**src/rtl/unison_pkg.sv**
```systemverilog
// Shared serializer state encoding and readout lane width for the unison array readout.
package unison_pkg;

  localparam int unsigned LANE_W = 2;

  typedef enum logic {
    ST_IDLE  = 1'b0,
    ST_SHIFT = 1'b1
  } ser_state_e;

endpackage

```
**src/rtl/unison_updown_counter.sv**
```systemverilog
// Signed up/down event accumulator with synchronous frame clear.
// Saturates at the signed limits when UNISON_SAT_EN is defined, otherwise wraps.
module unison_updown_counter #(
  parameter int unsigned CNT_W = 8
) (
  input  logic             clk_master,
  input  logic             rstb,
  input  logic             en,
  input  logic             hit,
  input  logic             up,
  input  logic             clear,
  output logic [CNT_W-1:0] cnt_next_c
);

  logic [CNT_W-1:0] cnt;

`ifdef UNISON_SAT_EN
  localparam logic [CNT_W-1:0] MAX_V = {1'b0, {(CNT_W-1){1'b1}}};
  localparam logic [CNT_W-1:0] MIN_V = {1'b1, {(CNT_W-1){1'b0}}};
`endif

  // Value including this cycle's event; also feeds the snapshot shadow.
  always_comb begin
    cnt_next_c = cnt;
    if (en && hit) begin
`ifdef UNISON_SAT_EN
      if (up && (cnt != MAX_V)) begin
        cnt_next_c = cnt + CNT_W'(1);
      end else if (!up && (cnt != MIN_V)) begin
        cnt_next_c = cnt - CNT_W'(1);
      end
`else
      cnt_next_c = up ? (cnt + CNT_W'(1)) : (cnt - CNT_W'(1));
`endif
    end
  end

  always_ff @(posedge clk_master or negedge rstb) begin
    if (!rstb) begin
      cnt <= '0;
    end else if (clear) begin
      cnt <= '0;
    end else begin
      cnt <= cnt_next_c;
    end
  end

endmodule

```
**src/rtl/unison_array_readout.sv**
```systemverilog
// Per-channel I/Q event accumulation over fixed frames with 2-bit serial readout of each snapshot.
// Optional build macro UNISON_SAT_EN selects saturating instead of wrapping accumulators.
module unison_array_readout
  import unison_pkg::*;
#(
  parameter int unsigned NUM_CH    = 6,
  parameter int unsigned CNT_W     = 8,
  parameter int unsigned FRAME_LEN = 256
) (
  input  logic              clk_master,
  input  logic              rstb,
  input  logic              ud_en,
  input  logic [NUM_CH-1:0] comp_high_I,
  input  logic [NUM_CH-1:0] comp_high_Q,
  input  logic [NUM_CH-1:0] lo_I,
  input  logic [NUM_CH-1:0] lo_Q,
  output logic [LANE_W-1:0] read_out_I,
  output logic [LANE_W-1:0] read_out_Q,
  output logic              frame_sync,
  output logic              busy,
  output logic              overrun
);

  localparam int unsigned SR_W   = NUM_CH * CNT_W;
  localparam int unsigned NBEATS = SR_W / LANE_W;
  localparam int unsigned BEAT_W = $clog2(NBEATS + 1);
  localparam int unsigned FC_W   = $clog2(FRAME_LEN);
  localparam logic [FC_W-1:0]   FC_LAST   = FC_W'(FRAME_LEN - 1);
  localparam logic [BEAT_W-1:0] BEAT_LAST = BEAT_W'(NBEATS);

  logic [FC_W-1:0]   fcnt;
  logic              snapshot_c;
  logic [SR_W-1:0]   acc_next_i;
  logic [SR_W-1:0]   acc_next_q;

  ser_state_e        state, state_nxt;
  logic [BEAT_W-1:0] beat, beat_nxt;
  logic [SR_W-1:0]   shift_i, shift_i_nxt;
  logic [SR_W-1:0]   shift_q, shift_q_nxt;
  logic [LANE_W-1:0] ro_i_nxt, ro_q_nxt;
  logic              sync_nxt, busy_nxt, overrun_nxt;

  assign snapshot_c = ud_en && (fcnt == FC_LAST);

  always_ff @(posedge clk_master or negedge rstb) begin
    if (!rstb) begin
      fcnt <= '0;
    end else if (ud_en) begin
      fcnt <= snapshot_c ? '0 : (fcnt + FC_W'(1));
    end
  end

  for (genvar ch = 0; ch < NUM_CH; ch++) begin : g_ch
    unison_updown_counter #(.CNT_W(CNT_W)) u_cnt_i (
      .clk_master (clk_master),
      .rstb       (rstb),
      .en         (ud_en),
      .hit        (comp_high_I[ch]),
      .up         (lo_I[ch]),
      .clear      (snapshot_c),
      .cnt_next_c (acc_next_i[ch*CNT_W +: CNT_W])
    );
    unison_updown_counter #(.CNT_W(CNT_W)) u_cnt_q (
      .clk_master (clk_master),
      .rstb       (rstb),
      .en         (ud_en),
      .hit        (comp_high_Q[ch]),
      .up         (lo_Q[ch]),
      .clear      (snapshot_c),
      .cnt_next_c (acc_next_q[ch*CNT_W +: CNT_W])
    );
  end

  always_ff @(posedge clk_master or negedge rstb) begin
    if (!rstb) begin
      state      <= ST_IDLE;
      beat       <= '0;
      shift_i    <= '0;
      shift_q    <= '0;
      read_out_I <= '0;
      read_out_Q <= '0;
      frame_sync <= 1'b0;
      busy       <= 1'b0;
      overrun    <= 1'b0;
    end else begin
      state      <= state_nxt;
      beat       <= beat_nxt;
      shift_i    <= shift_i_nxt;
      shift_q    <= shift_q_nxt;
      read_out_I <= ro_i_nxt;
      read_out_Q <= ro_q_nxt;
      frame_sync <= sync_nxt;
      busy       <= busy_nxt;
      overrun    <= overrun_nxt;
    end
  end

  // Beat 0 goes straight to the lanes on the snapshot edge; the shadow keeps the remainder.
  always_comb begin
    state_nxt   = state;
    beat_nxt    = beat;
    shift_i_nxt = shift_i;
    shift_q_nxt = shift_q;
    ro_i_nxt    = '0;
    ro_q_nxt    = '0;
    sync_nxt    = 1'b0;
    busy_nxt    = busy;
    overrun_nxt = overrun;
    if (snapshot_c) begin
      overrun_nxt = overrun | (state == ST_SHIFT);
      state_nxt   = ST_SHIFT;
      busy_nxt    = 1'b1;
      sync_nxt    = 1'b1;
      ro_i_nxt    = acc_next_i[LANE_W-1:0];
      ro_q_nxt    = acc_next_q[LANE_W-1:0];
      shift_i_nxt = acc_next_i >> LANE_W;
      shift_q_nxt = acc_next_q >> LANE_W;
      beat_nxt    = BEAT_W'(1);
    end else begin
      case (state)
        ST_IDLE: begin
          busy_nxt = 1'b0;
        end
        ST_SHIFT: begin
          if (beat == BEAT_LAST) begin
            state_nxt = ST_IDLE;
            busy_nxt  = 1'b0;
            beat_nxt  = '0;
          end else begin
            ro_i_nxt    = shift_i[LANE_W-1:0];
            ro_q_nxt    = shift_q[LANE_W-1:0];
            shift_i_nxt = shift_i >> LANE_W;
            shift_q_nxt = shift_q >> LANE_W;
            beat_nxt    = beat + BEAT_W'(1);
          end
        end
        default: begin
          state_nxt = ST_IDLE;
          busy_nxt  = 1'b0;
        end
      endcase
    end
  end

endmodule

```
**config.mk**
```make
export PLATFORM = sky130hd
export DESIGN_NAME = unison_array_readout
export DESIGN_NICKNAME = d
export VERILOG_FILES = /design/src/rtl/unison_pkg.sv /design/src/rtl/unison_updown_counter.sv /design/src/rtl/unison_array_readout.sv
export SDC_FILE = /design/constraint.sdc
export NUM_CORES = 1
export LEC_CHECK = 0
export BUFFER_PORTS_ARGS = -buffer_cell sky130_fd_sc_hd__clkbuf_2
export CAP_MARGIN = 30
export CORE_AREA = 3 3 206 208
export DETAILED_ROUTE_END_ITERATION = 10
export DIE_AREA = 0 0 209 211
export PLACE_DENSITY = 0.53
export SKIP_LAST_GASP = 1
export SLEW_MARGIN = 30
export SYNTH_ARGS = -nofsm -noshare
export SYNTH_HDL_FRONTEND = slang
export SYNTH_SLANG_ARGS = --single-unit
```
**constraint.sdc**
```tcl
create_clock -name clk_master -period 2.2 [get_ports clk_master]
set_clock_uncertainty 0.1 [all_clocks]
set_input_delay 0.11 -clock clk_master [delete_from_list [all_inputs] [get_ports clk_master]]
set_output_delay 0.11 -clock clk_master [all_outputs]
set_load 0.01 [all_outputs]
```
# --- Word-level counts from Yosys, hierarchy flattened ---
# Index checks and enable logic that the tools add are counted.
classes:
  add_sub_neg: 26
  n_eq_ne: 4
  n_mux: 59
  bitwise: 2
  n_reduce_logical: 15
op_table:
  columns: ["op", "n"]
  rows:
  - ["two-way mux 8 bit", 37]
  - ["two-way mux 48 bit", 6]
  - ["adder 8 x 1 -> 8 bit (second input constant)", 13]
  - ["subtractor 8 x 1 -> 8 bit (second input constant)", 12]
  - ["two-way mux 5 bit", 3]
  - ["logical AND 1 bit", 13]
  - ["two-way mux 2 bit", 6]
  - ["equality test 8 bit (second input constant)", 1]
  - ["two-way mux 1 bit", 6]
  - ["adder 5 x 1 -> 5 bit (second input constant)", 1]
  - ["equality test 5 bit (second input constant)", 1]
  - ["!= test 3 x 2 -> 1 bit (second input constant)", 1]
  - ["!= test 2 bit (second input constant)", 1]
  - ["case mux 1 bit (2 select lines)", 1]
  - ["AND reduction 2 bit", 1]
  - ["nonzero test 2 bit", 1]
  - ["inverter 1 bit", 1]
  - ["bitwise OR 1 bit", 1]
word_totals:
  register_bits: 213
  in_bits: 27
  elab_cells: 128

# --- Depth between registers and ports, before layout ---
# Gate-level depths: netlist (run 1).
depth:
  ltp_word: 4
  depth_mapped: 11

# --- Modules after synthesis ---
# Synthesis (run 1) repeated with hierarchy kept, for this count alone.
unflattened:
  hier_cells: 1489
  area_unflattened_um2: 13143.9
by_module_without_submodules:
  columns: ["module", "n_inst", "cells_each", "area_each_um2", "seq_area_each_um2"]
  rows:
  - ["unison_array_readout", 1, 601, 5505.3, 2827.7]
  - ["unison_updown_counter (g_ch[2].u_cnt_q ...)", 7, 74, 638.1, 200.2]
  - ["unison_updown_counter (g_ch[0].u_cnt_i ...)", 5, 74, 634.4, 200.2]

# --- Least setup slack after synthesis (run 1) ---
# Ideal clock, no wire load.
synth_timing:
  path_type: "register to register"
  from: "register g_ch[0].u_cnt_q.cnt[1]"
  to: "register shift_q[5]"
  setup_time_ns: 0.125
  t_arrival_ns: 1.768
  required_ns: 1.975
  slack_ns: 0.207
  stages_incl_launch_ff: 8
  n_path_buf: 0
  cell_sequence: "dfrtp_1 ha_1 a211oi_2 o21ai_1 or3_1 a31oi_1 xnor2_1 a21oi_2"
synth_between:
  elab_chain_len: 4
  elab_cells_between_ends: 5
synth_lines:
  columns: ["item", "line", "source"]
  rows:
  - ["from (decl)", "unison_updown_counter.sv:15", "logic [CNT_W-1:0] cnt;"]
  - ["from (signal assigned)", "unison_updown_counter.sv:44", "cnt <= cnt_next_c;"]
  - ["subtractor 8 x 1 -> 8 bit / adder 8 x 1 -> 8 bit (equally long branches)", "unison_updown_counter.sv:33", "cnt_next_c = up ? (cnt + CNT_W'(1)) : (cnt - CNT_W'(1));"]
  - ["two-way mux 8 bit (*)", "unison_updown_counter.sv:33", null]
  - ["two-way mux 8 bit (*)", "unison_updown_counter.sv:25", "if (en && hit) begin"]
  - ["two-way mux 48 bit (*)", "unison_array_readout.sv:109", "if (snapshot_c) begin"]
  - ["to (signal assigned)", "unison_array_readout.sv:89", "shift_q <= shift_q_nxt;"]
  - ["to (decl)", "unison_array_readout.sv:39", "logic [SR_W-1:0] shift_q, shift_q_nxt;"]
# Mark *: on every way between the ends. The rest lies on a longest branch, timed or not.
# A chain may end at the register's enable or synchronous reset.

# --- Final worst setup path (run 1) ---
layout_timing:
  from: "register g_ch[5].u_cnt_q.cnt[2]"
  to: "register shift_q[45]"
layout_between:
  elab_chain_len: 4
  elab_cells_between_ends: 5
layout_lines:
  columns: ["item", "line"]
  rows:
  - ["from (decl)", "unison_updown_counter.sv:15"]
  - ["from (signal assigned)", "unison_updown_counter.sv:44"]
  - ["subtractor 8 x 1 -> 8 bit / adder 8 x 1 -> 8 bit (equally long branches)", "unison_updown_counter.sv:33"]
  - ["two-way mux 8 bit (*)", "unison_updown_counter.sv:33"]
  - ["two-way mux 8 bit (*)", "unison_updown_counter.sv:25"]
  - ["two-way mux 48 bit (*)", "unison_array_readout.sv:109"]
# Marked as above.

==> results of run 1 <==
[sequential cells by signal (all words and copies together), names as in the netlist]
name / count
busy: 1
beat: 5
fcnt: 8
frame_sync: 1
g_ch.u_cnt_q.cnt: 48
read_out_I: 2
overrun: 1
read_out_Q: 2
shift_q: 46
shift_i: 46
state: 1
g_ch.u_cnt_i.cnt: 48
[layout by cell type, fill, tap and decap left out, types with 23 or more instances in the layout]
| cell | instances |
|---|---|
| a21o_1 | 28 |
| a21oi_1 | 165 |
| and3_1 | 85 |
| buf_4 | 40 |
| clkbuf_16 | 25 |
| clkbuf_2 | 32 |
| dfrtp_1 | 209 |
| ha_1 | 74 |
| inv_1 | 42 |
| nand2_1 | 230 |
| nor2_1 | 165 |
| o21ai_0 | 33 |
| xnor2_1 | 43 |
| xor2_1 | 23 |
[how the worst max path moves through the flow]
stage          depth (start not counted)  slack, ns                   start          end
2_1_floorplan                          7       0.21  g_ch[0].u_cnt_q.cnt[1]   shift_q[5]
3_3_place_gp                           7      -0.05  g_ch[1].u_cnt_i.cnt[1]  shift_i[13]
3_5_place_dp                           7       0.04  g_ch[5].u_cnt_i.cnt[1]  shift_i[45]
4_1_cts                                7       0.01  g_ch[5].u_cnt_i.cnt[1]  shift_i[45]
5_1_grt                                7      -0.05  g_ch[1].u_cnt_i.cnt[1]  shift_i[13]
6_report                               7       0.11  g_ch[5].u_cnt_q.cnt[2]  shift_q[45]
[routing by layer]
| metal | GRT usage | routed length [um] | vias to the layer above | share of wire |
|---|---|---|---|---|
| li1 | - | - | 4931 | - |
| met1 | 0.170 | 13700 | 4775 | 0.48 |
| met2 | 0.220 | 13400 | 109 | 0.47 |
| met3 | 0.0159 | 747 | 40 | 0.026 |
| met4 | 0.0300 | 529 | 0 | 0.019 |
| met5 | 0 | 0 | - | 0 |
[report_power, final]
part / switching, uW / total [uW] / internal (uW)
clock network: 1620 / 4120 / 2500
logic: 3660 / 6560 / 2900
registers: 604 / 5390 / 4790
[final cells by class]
| class | instances | area [sq um] | share of cell area |
|---|---|---|---|
| Inverter | 43 | 164 | 0.0115 |
| Tap cell | 532 | 666 | 0.0469 |
| Sequential cell | 209 | 5230 | 0.368 |
| Clock inverter | 8 | 92.6 | 0.00652 |
| Multi-Input combinational cell | 1079 | 6630 | 0.467 |
| Timing Repair Buffer | 87 | 706 | 0.0497 |
| Clock buffer | 34 | 719 | 0.0506 |
[stage by stage]
step / worst slack [ns] / instances
finish: 0.112 / 1992
floorplan: 0.207 / 1400
CTS: 0.0131 / 1989
detailed placement: 0.0438 / 1942
global placement: -0.0454 / 1942
global route: -0.0464 / 1992
[kinds of logic (layout without fill, tap and decap cells)]
group                    after synthesis  in the layout  synth area share
AND/OR/NAND/NOR                      574            574             0.210
AO/OA/AOI/OAI                        331            331             0.161
flip-flops                           209            209             0.428
buffers and inverters                112            172            0.0396
adder cells (fa/ha/maj)               87             87            0.0965
XOR/XNOR                              66             66            0.0473
multiplexers                          21             21            0.0174
[critical path: cells and delay by family, from the launching register on]
| family | cells | cell delay (ns) |
|---|---|---|
| AND/OR/NAND/NOR | 1 | 0.36 |
| adder cells (fa/ha/maj) | 1 | 0.32 |
| flip-flops | 1 | 0.39 |
| XOR/XNOR | 1 | 0.17 |
| AO/OA/AOI/OAI | 4 | 0.61 |
[repair_timing]
action | 4_1_cts | 5_1_grt
setup buffers | 0 | 3
hold buffers | 5 | 0
gates resized for setup | 0 | 24
hold endpoints to repair | 218 | 0
setup endpoints to repair | 0 | 20
==> impl_metrics.yaml, run 1 <==
timing:
  timing.fmax_ghz: 0.479
  slew_viol_final: 0
  fin_crit_sh: 0.949
  hold_slack_ns: 0.0196
  maxSlewHeadroom: 0.646
  hold_violations: 0
  fin_setup_tns_ns: 0
  worstMarginPinSlew_ns: 0.531
  period_minus_slack_ns: 2.09
  setup_viol: 0
  rsz0062_at_grt: "yes"
critical_path:
  crit_top_cell: "o21ai_1"
  crit_type: "register to register"
  ff2ff_setup_slack_ns: 0.11
  rr_worst_depth: 7
  r2r-start: "g_ch[5].u_cnt_q.cnt[2]"
  crit_path_max_incr_delay_ns: 0.39
  critPathSlowestCell: "dfrtp_1"
  cp.required_ns: 2.49
  end_kind: "register"
  critPathMaxFanout: 4
  cp_data_arrival_time_ns: 2.38
  crit_chain: "ha_1, o211ai_1, o21ai_1, or3_1, a31oi_1, xnor2_1, o21ai_1"
  worstReg2RegEnd: "shift_q[45]"
  cp-start-kind: "register"
yosys:
  syn-num-nets: 1514
  synth-main-ff-cell: "dfrtp_1"
  synth_top_area_share: 0.428
  yosysSeqAreaShare: 0.428
  synth_common_cells: "nand2_1 (231), dfrtp_1 (209), a21oi_1 (165), nor2_1 (165), and3_1 (86)"
  yosys.area.top_type: "dfrtp_1"
  ys_ff_latch: 209
  synthArstFlopShare: 1.00
  synth-edff-count: 0
  synth.most_common_cell: "nand2_1"
  synth.cell_area_sq_um: 12200
  synthDistinctLibCells: 44
  postSynthAreaPerCell_sq_um: 8.73
  synthCells: 1400
  yosys_warnings: 0
  yosys-top-cells-area: "dfrtp_1 (43%), ha_1 (7.7%), nand2_1 (7.1%)"
global_route:
  grt_pass1_vias: 9805
  grtUsageTotal: 0.127
  grt_max_degree: 63
  grt_overflow: 0
  antenna_found_initial: 0
  grt_pass1_wl_mm: 48.0
layout:
  fillers: 4175
  drive_above_1_share: 0.106
  finalNetCount: 1558
  n_antenna_cell: 0
  utilization: 0.349
  area_growth_pct: 16.3
  final_area_sq_um: 14200
drt:
  dr.pass1.iters: 5
  drt_iter0_drc: 478
  viasPerCell: 4.95
  wl_per_cell_um: 14.3
  wirelength_mm: 28.4
  vias: 9855
  drc: 0
  ant_nets: 0
worst_hold_path:
  hold_path.class: "input pin to asynchronous set/reset pin"
status:
  status: "complete, no violations"
clock_tree:
  cts-root-buf: "clkbuf_16"
  path_clk_slew_ns: 0.07
  h-tree-depth: 1
  clock_path_buffers: 3
  clkLatencyLatePin_ns: 0.52
  cts_tree: "built"
  cts_num_sinks: 209
  numCtsBuffers: 24
flow_run:
  cap_viol_max_count: 0
placement:
  hpwl_mm: 19.5
  numPortBuffers: 33
  globalplace.congestion: 0.791
  post_dp_cell_area_sq_um: 13200
power:
  peakVddDrop_mv: 0.578
  power.density_nw_per_um2: 1130
  p_total_uw: 16100
  power_leakage_uw: 0.00643
die:
  rows: 74
  die_y_um: 211
  die_w_um: 209
  core_sq_um: 40700
  die_area_sq_um: 44100
  initial_utilization: 0.300
  io_pins: 34
Power figures use the tool's default switching activity.
==> inputs of run 2 (changes only) <==
--- a/config.mk
+++ b/config.mk
@@ -10,7 +10,7 @@
 export CORE_AREA = 3 3 206 208
 export DETAILED_ROUTE_END_ITERATION = 10
 export DIE_AREA = 0 0 209 211
-export PLACE_DENSITY = 0.53
+export PLACE_DENSITY = 0.55
 export SKIP_LAST_GASP = 1
 export SLEW_MARGIN = 30
 export SYNTH_ARGS = -nofsm -noshare
==> constraint.sdc (replaced) <==
create_clock -name clk_master -period 1.7 [get_ports clk_master]
set_clock_uncertainty 0.1 [all_clocks]
set_input_delay 0.085 -clock clk_master [delete_from_list [all_inputs] [get_ports clk_master]]
set_output_delay 0.085 -clock clk_master [all_outputs]
set_load 0.01 [all_outputs]
==> run 2 against run 1 <==
The run now ends with negative setup slack left. Critical path depth increased by 2. Worst setup slack got worse by 0.39 ns. Count of clock-buffer cells in the layout down 3. Via count up 12%. Flip-flop and latch count unchanged. Register-to-register slack got worse by 0.39 ns. Global-route usage grew 2.6 points. Total power grew 68%. Critical path type unchanged. Critical endpoint is now shift_q[42]. Largest cell class unchanged.
==> impl_metrics.yaml, run 2 (synthesized netlist as in run 1, its figures left out) <==
status:
  status: "finished with violations"
  violations: "negative setup slack"
clock_tree:
  numCtsBuffers: 24
  h-tree-depth: 1
  cts_tree: "built"
  cts-root-buf: "clkbuf_16"
  clock_path_buffers: 3
  cts_num_sinks: 209
  path_clk_slew_ns: 0.06
  clkLatencyLatePin_ns: 0.51
critical_path:
  critPathMaxFanout: 3
  cp-start-kind: "register"
  cp_data_arrival_time_ns: 2.32
  crit_chain: "inv_1, fa_2, nor2b_4, buf_4, buf_6, o21ai_0, a211oi_1, a21oi_1, a21oi_1"
  crit_type: "register to register"
  end_kind: "register"
  cp.required_ns: 2.04
  crit_path_max_incr_delay_ns: 0.40
  critPathSlowestCell: "dfrtp_1"
  crit_top_cell: "a21oi_1"
placement:
  place_ws_ns: -0.435
  hpwl_mm: 21.6
  dp_cells: 2082
  globalplace.congestion: 0.794
  numPortBuffers: 33
  post_dp_cell_area_sq_um: 14800
timing:
  hold_violations: 0
  worstMarginPinSlew_ns: 0.473
  timing.fmax_ghz: 0.505
  slew_viol_final: 0
  period_minus_slack_ns: 1.98
  rsz0062_at_grt: "yes"
  fin_crit_sh: 1.16
  maxSlewHeadroom: 0.685
  fin_ws_ns: -0.280
  fin_setup_tns_ns: -23.19
  setup_viol: 145
drt:
  vias: 11046
  wl_per_cell_um: 15.8
  wirelength_mm: 35.0
  ant_nets: 0
  viasPerCell: 4.99
  drc: 0
  dr.pass1.iters: 5
  drt_iter0_drc: 453
layout:
  area_growth_pct: 51.2
  instances_no_fill: 2212
  finalNetCount: 1776
  drive_above_1_share: 0.429
  final_common_cell: "dfrtp_1"
  n_antenna_cell: 0
  final_area_sq_um: 18500
  layout_common_cells: "dfrtp_1 (206), buf_4 (185), nand2_1 (162), nor2_1 (161), a21oi_2 (92)"
  reg_top3: "g_ch.u_cnt_i.cnt (48), g_ch.u_cnt_q.cnt (48)"
global_route:
  grt_overflow: 0
  antenna_found_initial: 0
  grt_pass1_vias: 11430
  grtUsageTotal: 0.153
  grt_pass1_wl_mm: 57.3
  grt_max_degree: 52
power:
  power_leakage_uw: 0.00834
  peakVddDrop_mv: 0.784
  power.density_nw_per_um2: 1470
  p_total_uw: 27100
die:
  rows: 74
  core_sq_um: 40700
  initial_utilization: 0.300
  die_area_sq_um: 44100
  die_w_um: 209
  die_y_um: 211
  io_pins: 34
flow_run:
  cap_viol_max_count: 0
worst_hold_path:
  hold_path.class: "input pin to register"
==> run 2: changes by cell type in the layout (fill, tap and decap cells not counted), sizes merged <==
cell,previous run,this run
buf,50,257
and2,5,6
dlygate4sd3,5,12
clkinvlp,1,5
bufinv,2,4
clkbuf,66,65
clkinv,5,6
inv,43,41
nand2,233,234
==> run 2: power breakdown <==
group / total, uW / switching (uW) / internal (uW)
Clock: 5640 / 2170 / 3480
Sequential: 7310 / 1100 / 6210
Combinational: 14100 / 6760 / 7370
==> run 2: what timing repair did <==
item / CTS / global route
pin swaps: 156 / 198
gates resized for setup: 200 / 265
hold endpoints to repair: 233 / 0
setup buffers: 45 / 30
cloned: 17 / 2
endpoints found under the setup margin: 168 / 184
hold buffers: 12 / 0
==> run 2: worst max-delay path, delay by kind of cell (launching register included) <==
family	cells	cell delay [ns]
AOI/OAI and AO/OA	4	0.65
DFF	1	0.40
adders and majority gates	1	0.37
buffers and inverters	3	0.26
and+or+nand+nor	1	0.13
==> run 2: layout make-up <==
cell class / count / area [sq um]
multi-input combinational: 1081 / 8650
timing repair buffer: 303 / 2880
inverter: 43 / 181
fill: 3803 / 22300
clock inverter: 13 / 179
tap: 532 / 666
clock buffer: 31 / 688
sequential: 209 / 5230
==> run 2: final timing paths <==
path	start	slack, ns	to	cells past startpoint
min in group asynchronous	rstb	0.51	g_ch[4].u_cnt_q.cnt[4]	3
worst max-delay path	g_ch[5].u_cnt_q.cnt[1]	-0.28	shift_q[42]	9
worst min-delay path	comp_high_I[4]	0.04	g_ch[4].u_cnt_i.cnt[6]	4
max in group asynchronous	rstb	0.39	g_ch[1].u_cnt_q.cnt[0]	4
worst min register to register	overrun	0.36	overrun	1
worst max register to register	g_ch[5].u_cnt_q.cnt[1]	-0.28	shift_q[42]	9
==> run 2: routing by layer <==
layer / up-vias / wire length (um) / track usage
li1: 5394 / - / -
met1: 5475 / 16100 / 0.209
met2: 137 / 17600 / 0.269
met3: 40 / 845 / 0.0141
met4: 0 / 471 / 0.0296
met5: - / 0 / 0
==> run 2: through the flow <==
stage	utilization	hold slack [ns]
after floorplan	-	-0.311
after global placement	0.364	-0.0984
after detailed placement	0.364	-0.0937
after CTS	0.428	0.0219
after global routing	0.454	0.0525
final	0.454	0.0379
==> inputs of run 3 (changes only) <==
--- a/config.mk
+++ b/config.mk
@@ -5,11 +5,12 @@
 export SDC_FILE = /design/constraint.sdc
 export NUM_CORES = 1
 export LEC_CHECK = 0
+export ABC_AREA = 1
 export BUFFER_PORTS_ARGS = -buffer_cell sky130_fd_sc_hd__clkbuf_2
 export CAP_MARGIN = 30
-export CORE_AREA = 3 3 206 208
+export CORE_AREA = 3 3 214 216
 export DETAILED_ROUTE_END_ITERATION = 10
-export DIE_AREA = 0 0 209 211
+export DIE_AREA = 0 0 217 219
 export PLACE_DENSITY = 0.55
 export SKIP_LAST_GASP = 1
 export SLEW_MARGIN = 30
==> run 3 against run 2 <==
The flow finishes with violations (negative hold slack, negative setup slack). First-iteration DRC count increased by 29%. Synthesized cell count increased by 25%. Sequential share of layout area grew 1.6 points. Fmax rose by 11%. Cell count grew 14%. Via count grew 3.4%. Worst setup slack improved by 0.19 ns. Clock power decreased by 6.6%. Synthesized area grew 8.2%. Flip-flop and latch count did not move. Total power is 12% lower. Largest power group unchanged.
==> impl_metrics.yaml, run 3 <==
status:
  status: "finished with violations"
  violations: "negative hold slack, negative setup slack"
yosys:
  synth_common_cells: "nand2_1 (497), inv_1 (276), dfrtp_1 (209)"
  synth.cell_area_sq_um: 13200
  synthArstFlopShare: 1.00
  synth.most_common_cell: "nand2_1"
  synthCells: 1749
  synth_top_area_share: 0.395
  yosys.area.top_type: "dfrtp_1"
  yosys_warnings: 0
  synth-main-ff-cell: "dfrtp_1"
  synth-edff-count: 0
  synthDistinctLibCells: 35
  postSynthAreaPerCell_sq_um: 7.56
  syn-num-nets: 1863
  yosys-top-cells-area: "dfrtp_1 (40%), nand2_1 (14%), inv_1 (7.8%)"
  ys_ff_latch: 209
  yosysSeqAreaShare: 0.395
placement:
  dp_cells: 2429
  globalplace.congestion: 0.808
  hpwl_mm: 21.9
  numPortBuffers: 33
  post_dp_cell_area_sq_um: 14900
drt:
  drt_iter0_drc: 584
  vias: 11421
  viasPerCell: 4.52
  wirelength_mm: 34.0
  dr.pass1.iters: 5
  ant_nets: 0
  routed-wl-met2_mm: 16.3
  top_layer: "met4"
  wl_per_cell_um: 13.5
  dr_wl_met3_um: 770
  drc: 0
  wl_met1_mm: 16.5
timing:
  fin_crit_sh: 1.05
  hold_violations: 1
  worstMarginPinSlew_ns: 0.480
  period_minus_slack_ns: 1.79
  fin_ws_ns: -0.0884
  rsz0062_at_grt: "yes"
  timing.fmax_ghz: 0.559
  hold_slack_ns: -0.00119
  fin_setup_tns_ns: -2.69
  slew_viol_final: 0
  maxSlewHeadroom: 0.680
  setup_viol: 110
clock_tree:
  cts_tree: "built"
  cts-root-buf: "clkbuf_16"
  cts_num_sinks: 209
  clock_path_buffers: 3
  clkLatencyLatePin_ns: 0.51
  h-tree-depth: 1
  numCtsBuffers: 25
  path_clk_slew_ns: 0.06
die:
  initial_utilization: 0.300
  io_pins: 34
  die_w_um: 217
  die_area_sq_um: 47500
  core_sq_um: 44100
  die_y_um: 219
  rows: 77
critical_path:
  end_kind: "register"
  cp-start-kind: "register"
  cp.required_ns: 1.99
  critPathMaxFanout: 11
  cp_data_arrival_time_ns: 2.08
  ff2ff_setup_slack_ns: -0.09
  crit_type: "register to register"
layout:
  drive_above_1_share: 0.231
  finalNetCount: 2030
  layout_common_cells: "nand2_1 (469), inv_1 (270), dfrtp_1 (209), nand3_1 (151), buf_4 (93)"
  area_growth_pct: 32.2
  reg_top3: "g_ch.u_cnt_i.cnt (48), g_ch.u_cnt_q.cnt (48)"
  instances_no_fill: 2525
  final_area_sq_um: 17500
  final_common_cell: "nand2_1"
  n_antenna_cell: 0
global_route:
  antenna_found_initial: 0
  grt_pass1_vias: 11004
  grtUsageTotal: 0.131
  grt_overflow: 0
  grt_pass1_wl_mm: 52.8
  grt_max_degree: 49
power:
  swShare: 0.386
  p_clk_frac: 0.220
  p_comb_frac: 0.482
  p_int_uw: 14700
  power_leakage_uw: 0.00872
  p_seq_frac: 0.298
  peakVddDrop_mv: 0.722
  power.density_nw_per_um2: 1370
  power.switching_uw: 9240
worst_hold_path:
  hold_path.class: "input pin to register"
flow_run:
  cap_viol_max_count: 0
-- run 3: what timing repair did --
item | CTS | global route
hold endpoints to repair | 225 | 0
gates resized for setup | 9 | 215
hold buffers | 13 | 0
cloned | 3 | 20
pin swaps | 1 | 43
endpoints found under the setup margin | 75 | 182
setup buffers | 0 | 17
-- run 3: stage by stage --
step / total power (uW) / util / setup slack (ns)
4_1_cts: 22700 / 0.362 / -0.0759
3_3_place_gp: 17000 / 0.337 / -0.0943
6_report: 23900 / 0.396 / -0.0884
3_5_place_dp: 17200 / 0.337 / -0.111
5_1_grt: 26200 / 0.396 / -0.166
2_1_floorplan: 14700 / - / 0.0856
-- run 3: cells by family after synthesis --
kind of cell               share of synthesized area
AOI/OAI and AO/OA                             0.0767
xor gates and xnor gates                      0.0424
adders and majority gates                     0.0891
buffers and inverters                          0.107
DFF                                            0.395
and+or+nand+nor                                0.289
-- run 3: power groups by stage --
stage	sequential, uW	combinational, uW	clock [uW]
final	7130	11500	5270
after global routing	7270	13300	5650
after CTS	7000	10300	5410
after detailed placement	7060	10100	0
after global placement	7050	9930	0
after floorplan	6900	7750	0
-- run 3: worst paths after layout --
check	startpoint	endpoint	cells past startpoint
max	fcnt[0]	shift_q[17]	11
min	ud_en	fcnt[1]	3
max reg2reg	fcnt[0]	shift_q[17]	11
min reg2reg	shift_i[44]	shift_i[44]	2
max in group asynchronous	rstb	shift_q[31]	4
min in group asynchronous	rstb	g_ch[3].u_cnt_i.cnt[5]	3
-- run 3: layout make-up --
type                    count  area [sq um]
clock inverters            15           140
multi-input cells        1197          7450
clock buffers              29           671
fillers                  4489         26600
well taps                 592           741
flip-flops and latches    209          5230
inverters                 291          1140
repair inverters            2          32.5
repair buffers            190          2070
-- run 3: critical path, cell delays in order, from the launching register on --
cell,delay (ns)
dfrtp_1,0.37
ha_2,0.19
nand3_2,0.09
nor2_4,0.16
nand2_8,0.12
nand2_8,0.13
clkinv_8,0.10
buf_12,0.16
nand2_1,0.06
o21ai_1,0.06
inv_1,0.06
nand2_1,0.06
-- run 3: routing by layer --
metal	global-route usage	vias up
met5	0	-
met1	0.177	5398
met3	0.0151	29
met2	0.228	103
li1	-	5891
met4	0.0246	0
